===== config.mk =====
export PLATFORM = sky130hd
export DESIGN_NAME = sbox_pipe_array
export DESIGN_NICKNAME = d
export VERILOG_FILES = /design/src/rtl/sbox_pipe_pkg.sv /design/src/rtl/sbox_lane_split.sv /design/src/rtl/sbox_pipe_array.sv
export SDC_FILE = /design/constraint.sdc
export NUM_CORES = 2
export LEC_CHECK = 0
export CAP_MARGIN = 20
export CORE_MARGIN = 2
export CORE_UTILIZATION = 44
export DETAILED_ROUTE_END_ITERATION = 10
export HOLD_SLACK_MARGIN = 0.03
export SLEW_MARGIN = 30
export SYNTH_ARGS = -nofsm -noshare
export SYNTH_HDL_FRONTEND = slang
export SYNTH_SLANG_ARGS = --single-unit

===== constraint.sdc =====
create_clock -name clk -period 21.3 [get_ports clk]
set_input_delay 3.195 -clock clk [delete_from_list [all_inputs] [get_ports clk]]
set_output_delay 3.195 -clock clk [all_outputs]
set_load 0.05 [all_outputs]

===== src/rtl/sbox_pipe_pkg.sv =====
// Shared constants and GF(2^8) helpers for the pipelined S-box array.
package sbox_pipe_pkg;

  localparam int unsigned LANES_DEF  = 4;
  localparam int unsigned STAGES_DEF = 3;
  localparam int unsigned TAG_W_DEF  = 4;
  localparam int unsigned LANES_MIN  = 1;
  localparam int unsigned LANES_MAX  = 16;
  localparam int unsigned STAGES_MIN = 1;
  localparam int unsigned STAGES_MAX = 3;
  localparam int unsigned SLICE_W    = 8;

  typedef logic [SLICE_W-1:0] slice_t;

  // Rotate a byte left by n positions.
  function automatic slice_t rotl(input slice_t b, input int unsigned n);
    logic [2*SLICE_W-1:0] w;
    w = {b, b} << n;
    return w[2*SLICE_W-1:SLICE_W];
  endfunction

  // Multiply in GF(2^8) modulo x^8+x^4+x^3+x+1 (shift-and-add, pure XOR/AND).
  function automatic slice_t gf_mul(input slice_t a, input slice_t b);
    slice_t p;
    slice_t aa;
    p  = '0;
    aa = a;
    for (int unsigned i = 0; i < SLICE_W; i++) begin
      if (b[i]) p = p ^ aa;
      aa = {aa[SLICE_W-2:0], 1'b0} ^ (aa[SLICE_W-1] ? 8'h1b : 8'h00);
    end
    return p;
  endfunction

  // Multiplicative inverse as x^254 (maps 0 to 0), via an addition chain.
  function automatic slice_t gf_inv(input slice_t x);
    slice_t x2, x3, x12, x14, x15, x240;
    x2   = gf_mul(x, x);
    x3   = gf_mul(x2, x);
    x12  = gf_mul(gf_mul(x3, x3), gf_mul(x3, x3));
    x14  = gf_mul(x12, x2);
    x15  = gf_mul(x12, x3);
    x240 = gf_mul(x15, x15);
    x240 = gf_mul(x240, x240);
    x240 = gf_mul(x240, x240);
    x240 = gf_mul(x240, x240);
    return gf_mul(x240, x14);
  endfunction

  // AES forward affine map (applied after inversion when encrypting).
  function automatic slice_t fwd_affine(input slice_t b);
    return b ^ rotl(b, 1) ^ rotl(b, 2) ^ rotl(b, 3) ^ rotl(b, 4) ^ 8'h63;
  endfunction

  // AES inverse affine map (applied before inversion when decrypting).
  function automatic slice_t inv_affine(input slice_t b);
    return rotl(b, 1) ^ rotl(b, 3) ^ rotl(b, 6) ^ 8'h05;
  endfunction

endpackage


===== src/rtl/sbox_lane_split.sv =====
// One byte lane of the combined S-box, split into top / middle / bottom layers
// so the parent can register between them.
module sbox_lane_split
  import sbox_pipe_pkg::*;
(
  input  logic [SLICE_W-1:0] top_in,
  input  logic               top_encrypt,
  output logic [SLICE_W-1:0] top_out,
  input  logic [SLICE_W-1:0] mid_in,
  output logic [SLICE_W-1:0] mid_out,
  input  logic [SLICE_W-1:0] bot_in,
  input  logic               bot_encrypt,
  output logic [SLICE_W-1:0] bot_out
);

  // Top linear layer: identity for encrypt, inverse affine for decrypt.
  always_comb top_out = top_encrypt ? top_in : inv_affine(top_in);

  // Shared nonlinear middle: GF(2^8) inversion used by both directions.
  always_comb mid_out = gf_inv(mid_in);

  // Bottom linear layer: forward affine for encrypt, identity for decrypt.
  always_comb bot_out = bot_encrypt ? fwd_affine(bot_in) : bot_in;

endmodule


===== src/rtl/sbox_pipe_array.sv =====
// LANES-wide AES S-box / inverse S-box with a 1..3 stage bubble-collapsing
// valid/ready pipeline, tag sideband and a delivered-beat counter.
module sbox_pipe_array
  import sbox_pipe_pkg::*;
#(
  parameter int unsigned LANES  = LANES_DEF,
  parameter int unsigned STAGES = STAGES_DEF,
  parameter int unsigned TAG_W  = TAG_W_DEF
) (
  input  logic                     clk,
  input  logic                     rst_n,
  input  logic                     flush,
  input  logic                     in_valid,
  output logic                     in_ready,
  input  logic [SLICE_W*LANES-1:0] in_data,
  input  logic                     in_encrypt,
  input  logic [TAG_W-1:0]         in_tag,
  output logic                     out_valid,
  input  logic                     out_ready,
  output logic [SLICE_W*LANES-1:0] out_data,
  output logic [TAG_W-1:0]         out_tag,
  output logic [15:0]              beat_count
);

  localparam int unsigned DW = SLICE_W * LANES;

  if (LANES < LANES_MIN || LANES > LANES_MAX) begin : g_bad_lanes
    $error("sbox_pipe_array: LANES out of range");
  end
  if (STAGES < STAGES_MIN || STAGES > STAGES_MAX) begin : g_bad_stages
    $error("sbox_pipe_array: STAGES out of range");
  end

  logic [STAGES-1:0] v;
  logic [STAGES-1:0] enc_q;
  logic [DW-1:0]     data_q   [STAGES];
  logic [TAG_W-1:0]  tag_q    [STAGES];
  logic [DW-1:0]     nxt_data [STAGES];
  logic [STAGES-1:0] src_v;
  logic [STAGES-1:0] src_enc;
  logic [TAG_W-1:0]  src_tag  [STAGES];
  logic [STAGES:0]   load;

  logic [DW-1:0] top_out, mid_in, mid_out, bot_in, bot_out;
  logic          bot_enc;
  logic          unused_enc;

  for (genvar i = 0; i < LANES; i++) begin : g_lane
    sbox_lane_split u_lane (
      .top_in      (in_data[SLICE_W*i +: SLICE_W]),
      .top_encrypt (in_encrypt),
      .top_out     (top_out[SLICE_W*i +: SLICE_W]),
      .mid_in      (mid_in[SLICE_W*i +: SLICE_W]),
      .mid_out     (mid_out[SLICE_W*i +: SLICE_W]),
      .bot_in      (bot_in[SLICE_W*i +: SLICE_W]),
      .bot_encrypt (bot_enc),
      .bot_out     (bot_out[SLICE_W*i +: SLICE_W])
    );
  end

  // Layer-to-register routing: the bottom layer always uses the encrypt bit of
  // the beat that feeds it, which lets modes alternate beat by beat.
  if (STAGES == 1) begin : g_s1
    assign mid_in      = top_out;
    assign bot_in      = mid_out;
    assign bot_enc     = in_encrypt;
    assign nxt_data[0] = bot_out;
  end else if (STAGES == 2) begin : g_s2
    assign nxt_data[0] = top_out;
    assign mid_in      = data_q[0];
    assign bot_in      = mid_out;
    assign bot_enc     = enc_q[0];
    assign nxt_data[1] = bot_out;
  end else begin : g_s3
    assign nxt_data[0] = top_out;
    assign mid_in      = data_q[0];
    assign nxt_data[1] = mid_out;
    assign bot_in      = data_q[1];
    assign bot_enc     = enc_q[1];
    assign nxt_data[2] = bot_out;
  end

  // Stage k loads when it is empty or its successor loads; the output stage's
  // successor is the consumer.
  always_comb begin
    load[STAGES] = out_ready;
    for (int unsigned i = 0; i < STAGES; i++) begin
      load[STAGES-1-i] = !v[STAGES-1-i] || load[STAGES-i];
    end
  end

  assign in_ready = rst_n && !flush && load[0];

  // Sideband and valid sources for each stage (input port or previous stage).
  always_comb begin
    src_v[0]   = in_valid && in_ready;
    src_enc[0] = in_encrypt;
    src_tag[0] = in_tag;
    for (int unsigned k = 1; k < STAGES; k++) begin
      src_v[k]   = v[k-1];
      src_enc[k] = enc_q[k-1];
      src_tag[k] = tag_q[k-1];
    end
  end

  // Stage registers: reset clears all, flush drops valids, otherwise advance.
  always_ff @(posedge clk) begin
    if (!rst_n) begin
      v     <= '0;
      enc_q <= '0;
      for (int unsigned k = 0; k < STAGES; k++) begin
        data_q[k] <= '0;
        tag_q[k]  <= '0;
      end
    end else if (flush) begin
      v <= '0;
    end else begin
      for (int unsigned k = 0; k < STAGES; k++) begin
        if (load[k]) begin
          v[k] <= src_v[k];
          if (src_v[k]) begin
            data_q[k] <= nxt_data[k];
            tag_q[k]  <= src_tag[k];
            enc_q[k]  <= src_enc[k];
          end
        end
      end
    end
  end

  // Count completed output handshakes; a flush cycle never counts.
  always_ff @(posedge clk) begin
    if (!rst_n) begin
      beat_count <= '0;
    end else if (out_valid && out_ready && !flush) begin
      beat_count <= beat_count + 16'd1;
    end
  end

  assign out_valid  = v[STAGES-1];
  assign out_data   = data_q[STAGES-1];
  assign out_tag    = tag_q[STAGES-1];
  assign unused_enc = enc_q[STAGES-1];

endmodule

==> impl_metrics.env <==
export IMPL_ff2ff_setup_slack_ps=2540
export IMPL_drc=0
export IMPL_routed_wl_mm=119
export IMPL_timing_final_ws_setup_ps=2540
export IMPL_reg2reg_to="data_q[0][51]$_SDFFCE_PN0P_"
export IMPL_num_io_pins=96
export IMPL_avgViaCountPerCell=5.50
export IMPL_synth_edf_count=108
export IMPL_setup_tns_ps=0
export IMPL_synth_top_cell_area_share_pct=25.6
export IMPL_cts_setup_buffers=0
export IMPL_async_flop_share_pct=0
export IMPL_rsz0062_at_grt="false"
export IMPL_wl_per_cell_um=17.1
export IMPL_synth_cell_types=113
export IMPL_clock_root_buffer="clkbuf_16"
export IMPL_antenna_found_initial=6
export IMPL_synth_ff_latch_count=129
export IMPL_r2r_start="data_q[0][16]$_SDFFCE_PN0P_"
export IMPL_core_region_area_sq_um=99900
export IMPL_syn_avg_cell_area_sq_um=7.68
export IMPL_cts_hold_buf=0
export IMPL_die_h_um=321
export IMPL_outcome="finished clean"
export IMPL_timing_fmax_mhz=53.3
export IMPL_dpl_cell_area_sq_um=46400
export IMPL_clkSinkCount=129
export IMPL_vias=38388
export IMPL_setup_viol=0
export IMPL_critPathMostFrequentCell="xnor2_1"
export IMPL_crit_slowest_cell="xnor3_1"
export IMPL_gp_congestion=0.889
export IMPL_cts_buffers=17
export IMPL_synthesis_area_sq_um=44200
export IMPL_rr_worst_depth=56
export IMPL_path_class="register to register"
export IMPL_finClkSkew_ps=19.3
export IMPL_layout_drive_gt1_share_pct=7.08
export IMPL_ant_nets=0
export IMPL_yosys_top_cells_area="xnor2_1, xnor3_1, xor2_1, edfxtp_1, nor2_1"
export IMPL_final_nets=5735
export IMPL_cp_arrival_ps=18960
export IMPL_clk_latency_ps=500
export IMPL_min_to="enc_q[0]$_SDFFE_PN0P_"
export IMPL_slew_headroom_pct=33.1
export IMPL_fin_crit_ps=18760
export IMPL_yosys_warnings=0
export IMPL_multiInputGateArea_sq_um=38600
export IMPL_dieArea_sq_um=103000
export IMPL_fp_dieW_um=321
export IMPL_worst_pin_slew_ps=996
export IMPL_yosys_area_top_type="xnor2_1"
export IMPL_synthesis_nets=5826
export IMPL_final_period_utilization_pct=88.1
export IMPL_cts_tree="built"
export IMPL_htree_num_levels=4
export IMPL_hold_class="register to register"
export IMPL_pre_cts_ws_ps=2790
export IMPL_initial_core_util_pct=44.3
export IMPL_dominantRegCellSynth="edfxtp_1"
export IMPL_port_buffers=95
export IMPL_grt_util_all_layers_pct=22.7
export IMPL_regArea_sq_um=3660
export IMPL_drt_pre_antenna_iters=6
export IMPL_rows=116
export IMPL_grt_max_degree=66
export IMPL_hold_viol_final=0
export IMPL_clkTransAtPathRegs_ps=70
export IMPL_stdcell_area_sq_um=47200
export IMPL_cts_resized=0
export IMPL_endpoint_kind="register"
export IMPL_cts_buffer_depth=2
export IMPL_area_delta_synth_final_pct=6.67
export IMPL_hold_start="enc_q[0]$_SDFFE_PN0P_"
export IMPL_crit_start="data_q[0][16]$_SDFFCE_PN0P_"
export IMPL_yosysSeqAreaShare_pct=8.28
export IMPL_num_antenna_cells=0
export IMPL_cpPeakStageDelay_ps=760
export IMPL_grt_pass1_vias=35939
export IMPL_overflow=0
export IMPL_fill_cells=9906
export IMPL_synth_cells=5755
export IMPL_hold_depth=2
export IMPL_post_route_util_pct=47.2
export IMPL_first_iter_violations=2755
export IMPL_cap_violations=0
export IMPL_critPathMaxFanout=22
export IMPL_maxSlewViolCount=0
export IMPL_start_kind="register"
export IMPL_dp_hpwl_mm=87.3
export IMPL_crit_required_ps=21500
export IMPL_grt_pass1_wl_mm=194
-- placed cells by master (no fill, tap or decap), types with 27 or more instances in the layout --
cell | Yosys | layout
a211oi_1 | 34 | 34
a21oi_1 | 283 | 282
a22oi_1 | 50 | 50
a31oi_1 | 30 | 30
and2_1 | 52 | 52
and3_1 | 36 | 36
buf_4 | 44 | 170
clkdlybuf4s50_1 | 0 | 94
edfxtp_1 | 108 | 108
ha_1 | 29 | 29
inv_1 | 93 | 93
mux2_2 | 28 | 28
mux2i_1 | 185 | 185
nand2_1 | 630 | 628
nand2b_1 | 63 | 63
nand3_1 | 113 | 113
nor2_1 | 735 | 735
nor2b_1 | 91 | 91
nor3_1 | 92 | 92
o211ai_1 | 47 | 47
o21ai_0 | 196 | 195
o22ai_1 | 70 | 70
xnor2_1 | 1293 | 1278
xnor2_2 | 50 | 64
xnor3_1 | 170 | 170
xor2_1 | 417 | 409
xor3_1 | 27 | 27
-- worst max-delay path: cells and delay by family, from the launching register on --
kind | cells | cell delay, ps
adder cells (fa/ha/maj) | 5 | 2200
AND/OR/NAND/NOR | 6 | 630
buffers and inverters | 5 | 1550
XOR/XNOR | 31 | 11300
flip-flops | 1 | 640
multiplexers | 3 | 750
AO/OA/AOI/OAI | 6 | 1340
-- cells in the mapped netlist, types with 16 or more instances --
master / instances
nand3_1: 113
buf_1: 31
xor2_1: 417
mux2_2: 28
o22ai_1: 70
mux2i_1: 185
xnor3_1: 170
edfxtp_1: 108
a31oi_1: 30
nor3_1: 92
clkbuf_1: 209
a211oi_1: 34
nor3b_1: 21
nor2_1: 735
xnor2_1: 1293
xnor2_2: 50
o211ai_1: 47
or3_1: 18
a21oi_1: 283
dfxtp_1: 21
a21o_1: 24
and2_1: 52
a22oi_1: 50
buf_2: 89
and3_1: 36
o21a_1: 19
ha_1: 29
xor3_1: 27
inv_1: 93
nand2_1: 630
nand2b_1: 63
nor2b_1: 91
buf_4: 44
nand4_1: 16
o21ai_0: 196
-- sequential cells by signal (all words and copies together), names as in the netlist --
signal,count
beat_count,16
data_q,96
enc_q,2
tag_q,12
v,3
-- layout make-up --
class	instances	share of cell area, %
clock buffers	17	0.902
clock inverters	15	0.321
inverters	115	0.920
multi-input cells	5134	81.9
flip-flops and latches	129	7.77
well taps	1298	3.44
repair buffers	267	4.77
-- stage by stage --
stage,instances,hold slack [ps]
after global routing,6975,517
after detailed placement,6941,491
after CTS,6973,501
final,6975,495
after floorplan,5755,443
after global placement,6941,493
-- cells by family (layout without fill, tap and decap cells) --
logic type      Yosys count  count (layout)  share of synthesized area (%)
fa+ha+maj                29              29                          0.821
compound gates          958             958                           14.0
simple gates           1938            1938                           19.4
buf+inv                 492             414                           4.88
mux                     221             221                           5.14
flops                   129             129                           8.28
xor+xnor               1988            1988                           47.4
-- metal layers --
layer | up-vias | track usage [%] | wire [um]
met3 | 116 | 2.61 | 6120
met4 | 4 | 5.48 | 2110
li1 | 19185 | - | -
met2 | 925 | 37.3 | 54800
met5 | - | 0 | 22
met1 | 18158 | 31.5 | 55800
-- how the worst max path moves through the flow --
stage | cells after the start | slack (ps) | endpoint
global placement | 56 | 3370 | data_q[0][51]$_SDFFCE_PN0P_
CTS | 56 | 2730 | data_q[0][51]$_SDFFCE_PN0P_
global route | 56 | 1250 | data_q[0][51]$_SDFFCE_PN0P_
detailed placement | 56 | 2790 | data_q[0][51]$_SDFFCE_PN0P_
floorplan | 67 | 4730 | data_q[0][35]$_SDFFCE_PN0P_
finish | 56 | 2540 | data_q[0][51]$_SDFFCE_PN0P_
Power is not shown: default switching activity piles up to over one toggle a cycle in this logic, so the estimate is an artifact.
